### src/rtl/debounce_tx.sv
// debounce_tx
//   Transmit-side counterpart to the input debouncers. Level requests arrive
//   over a valid/ready handshake, are queued in a small FIFO and driven onto
//   a single registered output line. Every driven level is held for at least
//   MIN_HOLD cycles, so a remote debouncer with a smaller threshold sees every
//   requested level.
//
// Parameters
//   MIN_HOLD    minimum cycles each driven level is held (>= 1)
//   DEPTH       request FIFO entries (power of 2, >= 2)
//   RESET_LEVEL value of o during and after reset
//   W_CTR       hold counter width (leave at default)
//   W_FILL      fill output width (leave at default)
//
// Ports
//   clk        clock
//   rst_n      asynchronous, active-low reset
//   req_valid  a level request is presented
//   req_ready  request can be accepted (transfer on valid && ready)
//   req_level  requested output level
//   flush      synchronous discard of all queued, not yet driven requests
//   o          driven output line (registered)
//   busy       hold in progress or FIFO non-empty
//   fill       number of queued requests, 0..DEPTH
//
// Configuration
//   DEBOUNCE_TX_MERGE_EN  when defined, an accepted request whose level equals
//                         the reference level (last queued level, or o when
//                         the FIFO is empty) is consumed without being queued.

module debounce_tx #(
    parameter int   MIN_HOLD    = 128,
    parameter int   DEPTH       = 4,
    parameter logic RESET_LEVEL = 1'b0,
    parameter int   W_CTR       = $clog2(MIN_HOLD + 1),
    parameter int   W_FILL      = $clog2(DEPTH + 1)
) (
    input  logic              clk,
    input  logic              rst_n,
    input  logic              req_valid,
    output logic              req_ready,
    input  logic              req_level,
    input  logic              flush,
    output logic              o,
    output logic              busy,
    output logic [W_FILL-1:0] fill
);

    localparam int AW = $clog2(DEPTH);

    typedef enum logic {
        IDLE = 1'b0,
        HOLD = 1'b1
    } state_t;

    state_t           state;
    state_t           state_next;
    logic [W_CTR-1:0] ctr;
    logic [W_CTR-1:0] ctr_next;
    logic             o_next;
    logic             pop;
    logic             push;
    logic             accept;
    logic             hold_done;
    logic             fifo_empty;
    logic             fifo_full;
    logic             head_level;

    logic             mem [DEPTH];
    logic [AW-1:0]    wr_ptr;
    logic [AW-1:0]    rd_ptr;

    assign fifo_empty = (fill == '0);
    assign fifo_full  = (fill == W_FILL'(DEPTH));
    assign head_level = mem[rd_ptr];

    // No bypass path: a full FIFO refuses even if a pop frees a slot this cycle.
    assign req_ready  = !fifo_full && !flush;
    assign accept     = req_valid && req_ready;

    assign hold_done  = (state == HOLD) && (ctr == W_CTR'(MIN_HOLD - 1));
    assign busy       = (state == HOLD) || !fifo_empty;

`ifdef DEBOUNCE_TX_MERGE_EN
    logic [AW-1:0] last_idx;
    logic          ref_level;
    logic          merge;

    // Compare against what o will eventually settle to before the new request:
    // the newest queued level, or the line itself when nothing is queued.
    assign last_idx  = wr_ptr - AW'(1);
    assign ref_level = fifo_empty ? o : mem[last_idx];
    assign merge     = accept && (req_level == ref_level);
    assign push      = accept && !merge;
`else
    assign push      = accept;
`endif

    // State, hold counter and output line registers.
    always_ff @(posedge clk or negedge rst_n) begin
        if (!rst_n) begin
            state <= IDLE;
            ctr   <= '0;
            o     <= RESET_LEVEL;
        end else begin
            state <= state_next;
            ctr   <= ctr_next;
            o     <= o_next;
        end
    end

    // Next-state logic. Every pop restarts a full hold, even if the popped
    // level equals the current line value.
    always_comb begin
        state_next = state;
        ctr_next   = ctr;
        o_next     = o;
        pop        = 1'b0;
        case (state)
            IDLE: begin
                ctr_next = '0;
                if (!fifo_empty) begin
                    pop        = 1'b1;
                    o_next     = head_level;
                    state_next = HOLD;
                end
            end
            HOLD: begin
                if (hold_done) begin
                    ctr_next = '0;
                    if (!fifo_empty) begin
                        pop    = 1'b1;
                        o_next = head_level;
                    end else begin
                        state_next = IDLE;
                    end
                end else begin
                    ctr_next = ctr + W_CTR'(1);
                end
            end
            default: begin
                state_next = IDLE;
                ctr_next   = '0;
            end
        endcase
    end

    // FIFO storage; contents need no reset because fill gates every read.
    always_ff @(posedge clk) begin
        if (push) begin
            mem[wr_ptr] <= req_level;
        end
    end

    // FIFO pointers and fill. Flush empties the queue by snapping the read
    // pointer to the write pointer; a pop in the same cycle has already
    // sampled the head, so it still drives o.
    always_ff @(posedge clk or negedge rst_n) begin
        if (!rst_n) begin
            wr_ptr <= '0;
            rd_ptr <= '0;
            fill   <= '0;
        end else begin
            if (push) begin
                wr_ptr <= wr_ptr + AW'(1);
            end
            if (flush) begin
                rd_ptr <= wr_ptr;
                fill   <= '0;
            end else begin
                if (pop) begin
                    rd_ptr <= rd_ptr + AW'(1);
                end
                case ({push, pop})
                    2'b10:   fill <= fill + W_FILL'(1);
                    2'b01:   fill <= fill - W_FILL'(1);
                    default: fill <= fill;
                endcase
            end
        end
    end

endmodule

### config.mk
export PLATFORM = sky130hd
export DESIGN_NAME = debounce_tx
export DESIGN_NICKNAME = d
export VERILOG_FILES = /design/src/rtl/debounce_tx.sv
export SDC_FILE = /design/constraint.sdc
export NUM_CORES = 1
export LEC_CHECK = 0
export CAP_MARGIN = 20
export CORE_MARGIN = 8
export CORE_UTILIZATION = 25
export CTS_CLUSTER_SIZE = 24
export DETAILED_ROUTE_END_ITERATION = 7
export PLACE_DENSITY = 0.53
export SLEW_MARGIN = 20
export SYNTH_ARGS = -nofsm -noshare
export SYNTH_HDL_FRONTEND = slang
export SYNTH_SLANG_ARGS = --single-unit
export TNS_END_PERCENT = 5
### constraint.sdc
create_clock -name clk -period 2.7 [get_ports clk]
set_input_delay 0.405 -clock clk [delete_from_list [all_inputs] [get_ports clk]]
set_output_delay 0.405 -clock clk [all_outputs]
set_load 0.01 [all_outputs]
==> summary.txt <==
========================================================================================
Final nets                                                                           140
Max-capacitance violation count                                                        0
Average wire per standard cell                                                   14.2 µm
Min Clock Period, post-route                                                     2450 ps
Min-Delay Path Class                                                             reg2reg
Initial antenna violation count                                                        0
Cell type with the highest aggregate area in the netlist                         dfrtp_1
Register-to-register setup slack                                                  250 ps
Clock Tree Root                                                                 clkbuf_8
Largest net degree at the start of global routing                                     18
Source of the worst hold timing path                                              ctr[0]
Post-synthesis cell type count                                                        43
Register bit total from synthesis                                                     21
Critical Path Start Type                                                       flip-flop
Maximum clock frequency                                                          408 MHz
Top library cells by usage in the layout, fill and taps aside               dfrtp_1 (17), nor2_1 (10), clkdlybuf4s50_1 (10), buf_4 (8)
Starting Density                                                                   25.7%
Total negative slack for setup checks                                               0 ps
Setup violators final                                                                  0
Synth top area cells                                                        dfrtp_1 (36%), edfxtp_1 (10%), ha_1 (5.2%), xnor2_1 (3.7%), and3_1 (3.1%)
Cts hold-fix bufs                                                                      0
Flip-flop cell with the highest count after synthesis                            dfrtp_1
Data required, critical path                                                     2860 ps
Share of flip-flops with an asynchronous set or reset                              81.0%
Count of mapped cells out of synthesis                                               109
Num Clock Sinks                                                                       21
Clk_lat worst skew                                                                260 ps
Static leakage                                                                  0.614 nW
Die boundary width                                                               85.2 µm
Highest net fanout along the worst path                                                5
ANT cells                                                                              0
Endpoint arrival time on the critical path                                       2610 ps
Fin. Hold Viols                                                                        0
Number of global-route vias before repair                                            908
Cell count of the worst hold path                                                      1
Routed Antenna Nets                                                                    0
Reg-to-Reg End                                                                   fill[1]
Worst Setup End Kind                                                           flip-flop
Die span in y                                                                    85.2 µm
Crit Reg-Reg Startpoint                                                           ctr[0]
Layout Skew                                                                      3.69 ps
Most common cell after layout, fill and taps aside                               dfrtp_1
Number of rows in the core area                                                       25
Global-route wire length before repair                                           4350 µm
Count of input and output buffers                                                     10
Ratio of routed vias to standard cells                                              4.91
Aggregate global routing overflow                                                      0
Number of buffers created by CTS                                                       3
Portion of the clock cycle consumed by the worst path in the final layout          90.9%
Area of the die                                                                 7250 µm²
Worst Hold Endpoint                                                               ctr[0]
Clock tree buffer depth                                                                2
Slew @ Worst Pin                                                                  810 ps
Synth-to-layout area growth                                                        21.2%
Sum of routed wire length over all layers                                        2580 µm
Count of pins over their slew limit                                                    0
Avg Cell Area, Syn                                                              11.0 µm²
Max rail drop VDD                                                             0.000184 V
Number of H-tree branching levels                                                      1
Power per cell area                                                           742 nW/µm²
Synthesized netlist net count                                                        120
All-Layer GR Usage                                                                 7.49%
Sum of net half-perimeters after detailed placement                              1960 µm
WS Path Type                                                                     reg2reg
Number of remaining DRC errors                                                         0
Dpl ws                                                                           98.3 ps
GP Congestion                                                                      0.831
Router iterations before antenna repair                                                4
Number of violations reported at the end of detailed-routing iteration 0              42
Setup Fix Bufs, Post-CTS                                                               0
Setup repair after global routing missed its margin                                false
Fill cells                                                                           468
Clock-pin slew of the registers on the worst-case setup and hold paths             80 ps
EDFF count, synth                                                                      4
Depth of the most critical reg-to-reg path                                            10
Share of layout cells above drive strength 1                                       14.8%
Worst max-slew margin expressed relative to the limit                              45.8%
PnR worst setup slack                                                             247 ps
Area share of the leading cell type in the synthesized netlist                     35.6%
Register area share after synthesis                                                45.6%
Number of cells upsized or downsized after cts                                         0
Post-synthesis instance area                                                    1200 µm²
Outcome                                                                        completed
Synth warn                                                                             0
Number of top-level design ports                                                      11
Via Count                                                                            894
Core region area                                                                4660 µm²
Clock tree from TritonCTS                                                          built
========================================================================================
-- stage by stage --
stage	instances	power (mW)	cell area, µm²	util, %	hold slack [ps]
4_1_cts	182	1.09	1450	31.1	483
3_5_place_dp	178	0.881	1410	30.1	472
6_report	182	1.08	1450	31.1	489
2_1_floorplan	109	0.759	1200	-	109
3_3_place_gp	178	0.859	1410	30.1	465
5_1_grt	182	1.16	1450	31.1	495
-- how the worst max path moves through the flow --
stage / startpoint / endpoint / depth (start not counted)
floorplan: fill[1] / fill[1] / 9
global placement: flush / fill[1] / 9
detailed placement: flush / fill[1] / 9
CTS: ctr[0] / fill[1] / 10
global route: ctr[0] / fill[1] / 10
finish: ctr[0] / fill[1] / 10
-- routing by layer --
metal,GRT usage [%],up-vias,wire length [µm]
li1,-,434,-
met1,9.16,443,1200
met2,11.9,13,1260
met3,0.965,4,68
met4,5.34,0,57
met5,0,-,0
-- power by group --
| group | total [mW] | leakage (nW) | internal [mW] | switching, mW |
|---|---|---|---|---|
| Clock | 0.208 | 0.0228 | 0.105 | 0.103 |
| Combinational | 0.338 | 0.347 | 0.180 | 0.158 |
| Sequential | 0.530 | 0.244 | 0.421 | 0.109 |
-- flip-flops by register name, summed over array words and instances, names as in the netlist --
name,flops
ctr,8
fill,3
mem,4
o,1
rd_ptr,2
state,1
wr_ptr,2
-- synthesized netlist by cell type, types with 2 or more instances --
| cell | count |
|---|---|
| o211ai_1 | 2 |
| mux2_2 | 2 |
| and3_1 | 6 |
| and2_1 | 5 |
| xnor2_1 | 5 |
| xor2_1 | 3 |
| nand2_1 | 5 |
| nand2b_1 | 3 |
| ha_1 | 5 |
| edfxtp_1 | 4 |
| clkbuf_1 | 2 |
| nand3_1 | 3 |
| dfrtp_1 | 17 |
| nor2_1 | 10 |
| nor3b_1 | 2 |
| nor4_1 | 3 |
| inv_1 | 6 |
-- cell type report --
type	count	area, µm²	share of cell area [%]
repair buffers	18	160	11.0
flip-flops and latches	21	546	37.6
well taps	54	67.6	4.66
inverters	6	22.5	1.55
clock buffers	4	45.0	3.11
multi-input cells	79	609	42.0
-- kinds of logic (layout without fill, tap and decap cells) --
group | after synthesis | in the layout | share of synthesized area [%]
buffers and inverters | 9 | 28 | 3.45
muxes | 4 | 4 | 4.60
and+or+nand+nor | 44 | 44 | 21.4
xor gates and xnor gates | 8 | 8 | 5.86
DFF | 21 | 21 | 45.6
AOI/OAI and AO/OA | 17 | 17 | 12.1
adders and majority gates | 6 | 6 | 6.90
-- critical path, cell delays in order (launching register included) --
cell and delay, ps:
dfrtp_1 410, ha_1 270, nand4_4 120, o21ai_2 90, nand2_2 130, nor2_1 70
fa_1 480, nand2b_1 70, a2111oi_0 470, o22ai_1 150, o311ai_1 110
(Power assumes the default switching activity.)
